<file path="config.mk">
export PLATFORM = sky130hd
export DESIGN_NAME = vga_block_capture_flat
export DESIGN_NICKNAME = d
export VERILOG_FILES = /design/src/rtl/vga_block_capture_if.sv /design/src/rtl/vga_block_capture.sv /design/src/flat_wrapper.sv
export SDC_FILE = /design/constraint.sdc
export NUM_CORES = 1
export LEC_CHECK = 0
export ABC_AREA = 0
export CAP_MARGIN = 20
export CORE_UTILIZATION = 41
export CTS_CLUSTER_SIZE = 8
export DETAILED_ROUTE_END_ITERATION = 10
export HOLD_SLACK_MARGIN = 0.12
export PLACE_DENSITY = 0.66
export SLEW_MARGIN = 20
export SYNTH_ARGS = -nofsm -noshare
export SYNTH_HDL_FRONTEND = slang
export SYNTH_SLANG_ARGS = --single-unit
</file>
<file path="constraint.sdc">
create_clock -name clk -period 15.05 [get_ports clk]
set_clock_uncertainty 0.15 [all_clocks]
set_input_delay 3.01 -clock clk [delete_from_list [all_inputs] [get_ports clk]]
set_output_delay 3.01 -clock clk [all_outputs]
set_load 0.02 [all_outputs]
</file>
<file path="src/rtl/vga_block_capture_if.sv">
// Video input and image-BRAM write port bundle for vga_block_capture.
// The capture block takes the slave view; whatever drives the video takes the master view.
interface vga_block_capture_if;
    logic        pix_en;
    logic        hsync;
    logic        vsync;
    logic [7:0]  rgb;
    logic [15:0] bram_addr;
    logic [7:0]  bram_din;
    logic        bram_we;

    modport master (
        output pix_en, hsync, vsync, rgb,
        input  bram_addr, bram_din, bram_we
    );

    modport slave (
        input  pix_en, hsync, vsync, rgb,
        output bram_addr, bram_din, bram_we
    );
endinterface

</file>
<file path="src/rtl/vga_block_capture.sv">
// Loopback capture of a VGA frame: one centre-pixel byte per cell of the centred window,
// written to an image slot in BRAM. Define CAPTURE_CHECKSUM_EN to add the checksum output.
module vga_block_capture #(
    parameter int unsigned PIXEL_WIDTH  = 640,
    parameter int unsigned PIXEL_HEIGHT = 480,
    parameter int unsigned HBP          = 48,
    parameter int unsigned VBP          = 33,
    parameter int unsigned BLOCK_SIZE   = 16,
    parameter int unsigned BLOCKS_WIDE  = 28,
    parameter int unsigned BLOCKS_HIGH  = 28,
    parameter int unsigned SLOT_STRIDE  = 1024
) (
    input  logic                clk,
    input  logic                rst,
    vga_block_capture_if.slave  vid,
    input  logic                arm,
    input  logic [3:0]          slot,
    output logic                busy,
    output logic                done,
    output logic                frame_err
`ifdef CAPTURE_CHECKSUM_EN
    ,
    output logic [15:0]         checksum
`endif
);

    localparam int unsigned X0 = (PIXEL_WIDTH - BLOCK_SIZE * BLOCKS_WIDE) / 2;
    localparam int unsigned Y0 = (PIXEL_HEIGHT - BLOCK_SIZE * BLOCKS_HIGH) / 2;

    localparam logic [15:0] XS      = 16'(HBP + X0);
    localparam logic [15:0] YS      = 16'(VBP + Y0);
    localparam logic [15:0] HALF    = 16'(BLOCK_SIZE / 2);
    localparam logic [15:0] BS_LAST = 16'(BLOCK_SIZE - 1);
    localparam logic [15:0] BW      = 16'(BLOCKS_WIDE);
    localparam logic [15:0] BH      = 16'(BLOCKS_HIGH);
    localparam logic [15:0] CNT_MAX = 16'hFFFF;

    typedef enum logic [2:0] {
        StIdle,
        StWaitVs,
        StCapture,
        StDone,
        StErr
    } state_e;

    state_e state_q, state_d;

    logic [3:0]  slot_q, slot_d;

    logic        hs_prev_q, vs_prev_q;
    logic        hs_rise, vs_rise, vs_fall;

    logic [15:0] x_q, x_now;
    logic [15:0] col_q, col_now;
    logic [15:0] subx_q, subx_now;
    logic        col_hit;

    logic [15:0] y_q, y_nxt;
    logic [15:0] row_q, row_nxt;
    logic [15:0] suby_q, suby_nxt;
    logic        row_hit;

    logic        sample;
    logic        we_q, we_d;
    logic        last_q, last_d;
    logic [15:0] addr_q, addr_d;
    logic [7:0]  din_q, din_d;

    // ------------------------------------------------------------------
    // Sync edge detection, evaluated only on pixel strobes
    // ------------------------------------------------------------------
    always_ff @(posedge clk or negedge rst) begin
        if (!rst) begin
            hs_prev_q <= 1'b1;
            vs_prev_q <= 1'b1;
        end else if (vid.pix_en) begin
            hs_prev_q <= vid.hsync;
            vs_prev_q <= vid.vsync;
        end
    end

    assign hs_rise = vid.pix_en & vid.hsync & ~hs_prev_q;
    assign vs_rise = vid.pix_en & vid.vsync & ~vs_prev_q;
    assign vs_fall = vid.pix_en & ~vid.vsync & vs_prev_q;

    // ------------------------------------------------------------------
    // Horizontal position: x of the current strobe plus cell column/phase
    // ------------------------------------------------------------------
    always_comb begin
        x_now    = (x_q == CNT_MAX) ? x_q : x_q + 16'd1;
        col_now  = col_q;
        subx_now = subx_q;
        if (hs_rise) begin
            x_now = '0;
        end
        if (x_now <= XS) begin
            col_now  = '0;
            subx_now = '0;
        end else if (subx_q == BS_LAST) begin
            subx_now = '0;
            col_now  = (col_q == BW) ? col_q : col_q + 16'd1;
        end else begin
            subx_now = subx_q + 16'd1;
        end
        col_hit = (x_now >= XS) && (col_now < BW) && (subx_now == HALF);
    end

    // ------------------------------------------------------------------
    // Vertical position: advanced once per line; the hsync edge that
    // coincides with the vsync edge is line 0, not an increment
    // ------------------------------------------------------------------
    always_comb begin
        y_nxt    = y_q;
        row_nxt  = row_q;
        suby_nxt = suby_q;
        if (vs_rise) begin
            y_nxt    = '0;
            row_nxt  = '0;
            suby_nxt = '0;
        end else if (hs_rise) begin
            y_nxt = (y_q == CNT_MAX) ? y_q : y_q + 16'd1;
            if (y_nxt <= YS) begin
                row_nxt  = '0;
                suby_nxt = '0;
            end else if (suby_q == BS_LAST) begin
                suby_nxt = '0;
                row_nxt  = (row_q == BH) ? row_q : row_q + 16'd1;
            end else begin
                suby_nxt = suby_q + 16'd1;
            end
        end
    end

    assign row_hit = (y_q >= YS) && (row_q < BH) && (suby_q == HALF);

    always_ff @(posedge clk or negedge rst) begin
        if (!rst) begin
            x_q    <= '0;
            col_q  <= '0;
            subx_q <= '0;
            y_q    <= '0;
            row_q  <= '0;
            suby_q <= '0;
        end else if (vid.pix_en) begin
            x_q    <= x_now;
            col_q  <= col_now;
            subx_q <= subx_now;
            y_q    <= y_nxt;
            row_q  <= row_nxt;
            suby_q <= suby_nxt;
        end
    end

    // ------------------------------------------------------------------
    // Cell sampling and the registered BRAM write one cycle later
    // ------------------------------------------------------------------
    assign sample = (state_q == StCapture) && vid.pix_en && col_hit && row_hit;

    always_comb begin
        we_d   = sample;
        last_d = sample && (col_now == BW - 16'd1) && (row_q == BH - 16'd1);
        addr_d = addr_q;
        din_d  = din_q;
        if (sample) begin
            addr_d = 16'(32'(slot_q) * SLOT_STRIDE + 32'(row_q) * BLOCKS_WIDE + 32'(col_now));
            din_d  = vid.rgb;
        end
    end

    always_ff @(posedge clk or negedge rst) begin
        if (!rst) begin
            we_q   <= 1'b0;
            last_q <= 1'b0;
            addr_q <= '0;
            din_q  <= '0;
        end else begin
            we_q   <= we_d;
            last_q <= last_d;
            addr_q <= addr_d;
            din_q  <= din_d;
        end
    end

    assign vid.bram_we   = we_q;
    assign vid.bram_addr = addr_q;
    assign vid.bram_din  = din_q;

    // ------------------------------------------------------------------
    // Control FSM
    // ------------------------------------------------------------------
    always_comb begin
        state_d = state_q;
        slot_d  = slot_q;
        unique case (state_q)
            StIdle: begin
                if (arm) begin
                    state_d = StWaitVs;
                    slot_d  = (slot > 4'd9) ? 4'd0 : slot;
                end
            end
            StWaitVs: begin
                // Counters restart on this same strobe, so capture begins at frame top
                if (vs_rise) begin
                    state_d = StCapture;
                end
            end
            StCapture: begin
                if (we_q && last_q) begin
                    state_d = StDone;
                end else if (vs_fall) begin
                    state_d = StErr;
                end
            end
            StDone:  state_d = StIdle;
            StErr:   state_d = StIdle;
            default: state_d = StIdle;
        endcase
    end

    always_ff @(posedge clk or negedge rst) begin
        if (!rst) begin
            state_q <= StIdle;
            slot_q  <= '0;
        end else begin
            state_q <= state_d;
            slot_q  <= slot_d;
        end
    end

    assign busy      = (state_q == StWaitVs) || (state_q == StCapture);
    assign done      = (state_q == StDone);
    assign frame_err = (state_q == StErr);

`ifdef CAPTURE_CHECKSUM_EN
    // Accumulated at the sampling edge so the last byte is included by the done pulse
    logic [15:0] chk_q, chk_d;

    always_comb begin
        chk_d = chk_q;
        if (state_q == StIdle && arm) begin
            chk_d = '0;
        end else if (sample) begin
            chk_d = chk_q + {8'd0, vid.rgb};
        end
    end

    always_ff @(posedge clk or negedge rst) begin
        if (!rst) begin
            chk_q <= '0;
        end else begin
            chk_q <= chk_d;
        end
    end

    assign checksum = chk_q;
`endif

endmodule
</file>
<file path="src/flat_wrapper.sv">
// flat-port wrapper written by rule: the top's interface ports become plain ports
module vga_block_capture_flat 
#(
    parameter int unsigned PIXEL_WIDTH  = 640,
    parameter int unsigned PIXEL_HEIGHT = 480,
    parameter int unsigned HBP          = 48,
    parameter int unsigned VBP          = 33,
    parameter int unsigned BLOCK_SIZE   = 16,
    parameter int unsigned BLOCKS_WIDE  = 28,
    parameter int unsigned BLOCKS_HIGH  = 28,
    parameter int unsigned SLOT_STRIDE  = 1024
)
  (clk, rst, arm, slot, busy, done, frame_err, vid_pix_en, vid_hsync, vid_vsync, vid_rgb, vid_bram_addr, vid_bram_din, vid_bram_we);
  vga_block_capture_if vid_i ();
  input  logic clk;
  input  logic rst;
  input  logic arm;
  input  logic [3:0] slot;
  output logic busy;
  output logic done;
  output logic frame_err;
  input wire logic [$bits(vid_i.pix_en)-1:0] vid_pix_en;
  input wire logic [$bits(vid_i.hsync)-1:0] vid_hsync;
  input wire logic [$bits(vid_i.vsync)-1:0] vid_vsync;
  input wire logic [$bits(vid_i.rgb)-1:0] vid_rgb;
  output wire logic [$bits(vid_i.bram_addr)-1:0] vid_bram_addr;
  output wire logic [$bits(vid_i.bram_din)-1:0] vid_bram_din;
  output wire logic [$bits(vid_i.bram_we)-1:0] vid_bram_we;
  assign vid_i.pix_en = vid_pix_en;
  assign vid_i.hsync = vid_hsync;
  assign vid_i.vsync = vid_vsync;
  assign vid_i.rgb = vid_rgb;
  assign vid_bram_addr = vid_i.bram_addr;
  assign vid_bram_din = vid_i.bram_din;
  assign vid_bram_we = vid_i.bram_we;
  vga_block_capture #(.PIXEL_WIDTH(PIXEL_WIDTH), .PIXEL_HEIGHT(PIXEL_HEIGHT), .HBP(HBP), .VBP(VBP), .BLOCK_SIZE(BLOCK_SIZE), .BLOCKS_WIDE(BLOCKS_WIDE), .BLOCKS_HIGH(BLOCKS_HIGH), .SLOT_STRIDE(SLOT_STRIDE)) u_core (.clk(clk), .rst(rst), .vid(vid_i), .arm(arm), .slot(slot), .busy(busy), .done(done), .frame_err(frame_err));
endmodule
</file>
---- Word level (Yosys, flattened, before mapping) ----
Index checks and enable logic that the tools add are counted.
operators by class
  $add $sub $neg .......................... 8
  multipliers ............................. 1
  magnitude comparators ................... 7
  equal/unequal tests ..................... 18
  multiplexer cells ....................... 25
  bitwise operators ....................... 9
  reductions and logical operators ........ 18
operators by type and width
  kind                   number
  $mux 16                19
  $add 16x1->16 const B  6
  $eq 16x4->1 const B    4
  $eq 16x5->1 const B    4
  $eq 16x16->1 const B   2
  $lt 16x5->1 const B    2
  $add 14x16->16         1
  $add 16x16->16         1
  $ge 16x6->1 const B    1
  $ge 16x8->1 const B    1
  $le 16x6->1 const B    1
  $le 16x8->1 const B    1
  $mul 16x3->14 const B  1
  $mux 3                 4
  $logic_and 1x1->1      10
  $pmux 3 s3             1
  $and 1x1->1            6
  $eq 3x2->1 const B     2
  $ne 3x1->1 const B     2
  $gt 4x4->1 const B     1
  $mux 4                 1
  $reduce_and 2->1       2
  $reduce_and 4->1       1
  $eq 3x1->1 const B     1
  other kinds (9)        11
word-level totals
  bits in registers ....................... 131
  input port bits ......................... 18
  output and inout bits ................... 28
  word-level logic and storage cells ...... 100

---- Logic depth before layout (Yosys ltp) ----
  depth in word-level cells ............... 12
  mapped depth ............................ 26
  gate-level depth less buffers ........... 22

---- Worst setup path before layout ----
Ideal clock, no wire load.
  kind .................................... input-to-reg
  start ................................... input port vid_pix_en
  end ..................................... register u_core.addr_q[14], in the netlist u_core.vid.bram_addr[14]
  setup time .............................. 0.125 ns
  arrival time ............................ 7.141 ns
  data required time ...................... 14.775 ns
  path slack .............................. 7.634 ns
  cell stages on the path ................. 21
  path buffers ............................ 3
  path through ............................ clkbuf_1 nand2_1 nor2_1 o41ai_1 nor3_1 o211a_1 buf_6 clkbuf_1 nor2_1 ha_1 ha_1 a21o_1 a21oi_1 o21bai_1 a211o_1 a31oi_1 nor2b_1 o21a_1 o41ai_1 xnor2_1 mux2_4
between the ends
  word-level cells in the longest chain between the ends .. 10
  elaborated cells between the ends (all ways) .. 15
  those cells by class .................... add/sub (1); order compare (3); eq/ne (1); mux (3); bitwise (2); reduce/logical (5)
RTL lines
  item                             line                      RTL
  start: declaration               flat_wrapper.sv:22        input wire logic [$bits(vid_i.pix_en)-1:0] vid_pix_en;
  $and 1x1->1 (*) (2 in series)    vga_block_capture.sv:82   assign hs_rise = vid.pix_en & vid.hsync & ~hs_prev_q;
  $mux 16 (*)                      vga_block_capture.sv:93   if (hs_rise) begin
  $le 16x8->1 (*)                  vga_block_capture.sv:96   if (x_now <= XS) begin
  $mux 16 (*)                      vga_block_capture.sv:96
  via u_core.col_now[4]            vga_block_capture.sv:54   logic [15:0] col_q, col_now;
  $lt 16x5->1                      vga_block_capture.sv:105  col_hit = (x_now >= XS) && (col_now < BW) && (subx_now == HALF);
  $logic_and 1x1->1 (2 in series)  vga_block_capture.sv:105
  $logic_and 1x1->1 (2 in series)  vga_block_capture.sv:157  assign sample = (state_q == StCapture) && vid.pix_en && col_hit && row_hit;
  end signal: assignment           vga_block_capture.sv:179  addr_q <= addr_d;
  end: declaration                 vga_block_capture.sv:66   logic [15:0] addr_q, addr_d;
Mark *: on every way through the listed nets, which the timed path passes. The rest lies on a longest branch.
A chain may end at the register's enable or synchronous reset.

---- Final worst setup path ----
Same ends and word-level chain as after synthesis.

==> flow_metrics.tcl <==
set metrics [dict create \
    worstPathMaxFanout 53 \
    drv_cap 0 \
    r2r_slack_ns 9.51 \
    use_met3 0.03454 \
    syn_nets 1172 \
    cts.path.max_buffers 2 \
    post-route-period-util 0.5261 \
    h-tree-depth 4 \
    synth-xor-area-share 0.07921 \
    setup_viol 0 \
    dr.pass1.iters 5 \
    routed_wl_um 21960 \
    status "completed" \
    grt_busiest_layer "met2" \
    drtIter0Drc 635 \
    whs_path_depth 1 \
    hold_class "register to register" \
    insertion_delay_ns 0.43 \
    grt_pass1_vias 7630 \
    slew_headroom 0.4012 \
    clock_sink_count 131 \
    cts_buffers 17 \
    r2r_cells 21 \
    rows 55 \
    syn_area_per_cell_um2 8.932 \
    tightest_slew_ns 0.8905 \
    setup_slack_ns 7.132 \
    synthArstFlopShare 1.000 \
    cts_tree "done" \
    io_pins 46 \
    overflow 0 \
    gp_congestion 0.8810 \
    hold_slack_ns 0.3395 \
    worstSetupEndpointType "register" \
    diodes 0 \
    synth_area_um2 9619 \
    synth_top_family_by_area "simple AND/OR/NAND/NOR gates" \
    root_buffer "clkbuf_16" \
    rsz0062_at_grt "false" \
    synthFlopType "dfrtp_1" \
    pre_cts_slack_ns 6.459 \
    wl_per_cell_um 15.45 \
    core_area_um2 22850 \
    grt_max_degree 87 \
    leakagePower_nw 4.793 \
    synth.area.mux_share 0.06152 \
    syn_to_final_growth_pct 12.64 \
    yosysSeqAreaShare 0.3411 \
    drtAntennaViolNets 0 \
    setup_tns_ns 0 \
    fp.dieH_um 155.2 \
    drc 0 \
    fin_crit_ns 7.918 \
    hold_violations 0 \
    postSynthRegisterBits 131 \
    grt_antenna_before_repair 0 \
    worstHoldStart "u_core.vid.bram_din[5]" \
    die-area_um2 24080 \
    grtUsageMet1 0.2632 \
    synth_cells 1077 \
    start_util 0.4210 \
    grt_usage 0.1922 \
    r2r_start "u_core.x_q[0]" \
    power_density_nw_per_um2 91.51 \
    die_w_um 155.2 \
    layout_common_cells "dfrtp_1, nor2_1, nand2_1, o21ai_0, ha_1" \
    clk_transition_reported_paths_ns 0.06 \
    io_buffers 45 \
    met2_usage 0.3082 \
    cts_setup_buffers 0 \
    synth_cell_types 73 \
    fmax_mhz 126.3 \
    nets 1191 \
    arrival_ns 8.08 \
    r2r-end "u_core.vid.bram_addr[14]" \
    report.final.slew_viol_count 0 \
    ys_warn_count 0 \
    critical_path_required_ns 15.21 \
    hold_end "u_core.vid.bram_din[5]" \
    synth_adder_area_share 0.1126 \
    grt_pass1_wl_um 37560 \
    cts_resized 0 \
    critPathKind "input pin to register" \
    ir_drop_uv 78.88 \
    via_per_inst 5.506 \
    synth-simple-area-share 0.2349 \
    final_common_cell "dfrtp_1" \
    worstSetupStartpointType "input pin" \
    via_count 7829 \
    drive_gt1_frac 0.08747 \
    layout.cells.non_filler 1422 \
    synth-edff-count 0 \
    synth_compound_area_frac 0.1254 \
    dpl.cell_count 1390 \
    hold_buffers 0 \
    post-dp-hpwl_um 15720 \
]
-- worst max-delay path: stages --
cell      delay (ns)
buf_2           0.08
buf_4           0.48
nand3_1         0.57
o311ai_0        0.25
o41ai_1         0.15
nor3_1          0.27
o211a_1         0.18
buf_4           0.29
nor2_1          0.12
ha_1            0.32
ha_1            0.29
a21o_1          0.17
a21oi_1         0.22
o21bai_1        0.12
a211o_1         0.31
a31oi_1         0.26
nor2b_1         0.08
o21a_1          0.19
o41ai_1         0.31
xnor2_1         0.11
mux2_4          0.27
-- layer usage --
metal / vias to the layer above / routed length [µm]
met1: 3805 / 10650
met2: 147 / 10130
met5: - / 0
li1: 3852 / -
met4: 0 / 442
met3: 25 / 744
-- flip-flops by register name, indices dropped and copies added, names as in the netlist --
signal	count
u_core.slot_q	4
u_core.state_q	3
u_core.subx_q	16
u_core.vid.bram_din	8
u_core.row_q	16
u_core.vid.bram_we	1
u_core.y_q	16
u_core.hs_prev_q	1
u_core.suby_q	16
u_core.last_q	1
u_core.vs_prev_q	1
u_core.vid.bram_addr	16
u_core.x_q	16
u_core.col_q	16
-- where the power goes --
group / switching, mW / leakage [nW] / internal (mW) / total (mW)
logic: 0.0944 / 2.75 / 0.0711 / 0.166
registers: 0.0324 / 1.76 / 0.374 / 0.406
clock network: 0.170 / 0.283 / 0.250 / 0.420
-- cells in the mapped netlist, drive strengths merged (4+ instances only) --
master  instances  share of area
and3           21          0.014
inv            47          0.018
nand4          30          0.020
nand2          94          0.037
o41ai           7         0.0064
nor2          121          0.047
dfrtp         129           0.34
a21o            6         0.0047
fa             16          0.033
a211oi          5         0.0039
buf            15          0.013
nand3          50          0.026
mux2i           7         0.0073
or4             4         0.0035
or2             8         0.0052
and2           10         0.0065
mux2           40          0.054
nor2b          10         0.0065
xor2           32          0.029
xnor2          55          0.050
o31ai          12         0.0094
nor3b           5         0.0039
nand2b         18          0.012
nor4            9         0.0078
a31oi          15         0.0098
o21ai          74          0.039
clkbuf         35          0.014
o22ai           4         0.0026
and4           14          0.014
nor4b           7         0.0064
a21oi          41          0.021
nand3b          4         0.0031
ha             61          0.079
o21a            4         0.0031
nor3           26          0.014
-- cell families after synthesis --
group	after synthesis
mux	47
compound gates	196
fa+ha+maj	77
buf+inv	98
simple gates	441
xor+xnor	87
flops	131
-- worst max path at each step --
stage               startpoint                       end  slack, ns  cells past startpoint
detailed placement  vid_pix_en  u_core.vid.bram_addr[14]       6.46                     21
global route        vid_pix_en  u_core.vid.bram_addr[14]       6.78                     21
global placement    vid_pix_en  u_core.vid.bram_addr[14]       6.65                     21
finish              vid_pix_en  u_core.vid.bram_addr[14]       7.13                     21
floorplan           vid_pix_en  u_core.vid.bram_addr[14]       7.63                     21
CTS                 vid_pix_en  u_core.vid.bram_addr[14]       6.92                     21
-- final cells by class --
class	instances	area, µm²
Clock inverter	14	153.9
Timing Repair Buffer	50	484.2
Clock buffer	18	439.2
Tap cell	313	391.6
Sequential cell	131	3281
Fill cell	2240	12010
Multi-Input combinational cell	848	5906
Inverter	48	180.2
-- per-stage QoR --
stage | power [mW] | util | cell area (µm²)
4_1_cts | 1.003 | 0.4742 | 10830
3_3_place_gp | 0.5762 | 0.4482 | 10240
6_report | 0.9915 | 0.4743 | 10840
5_1_grt | 1.043 | 0.4743 | 10840
2_1_floorplan | 0.5217 | - | 9619
3_5_place_dp | 0.5789 | 0.4482 | 10240
No activity file was read; power rests on OpenSTA's default activity.
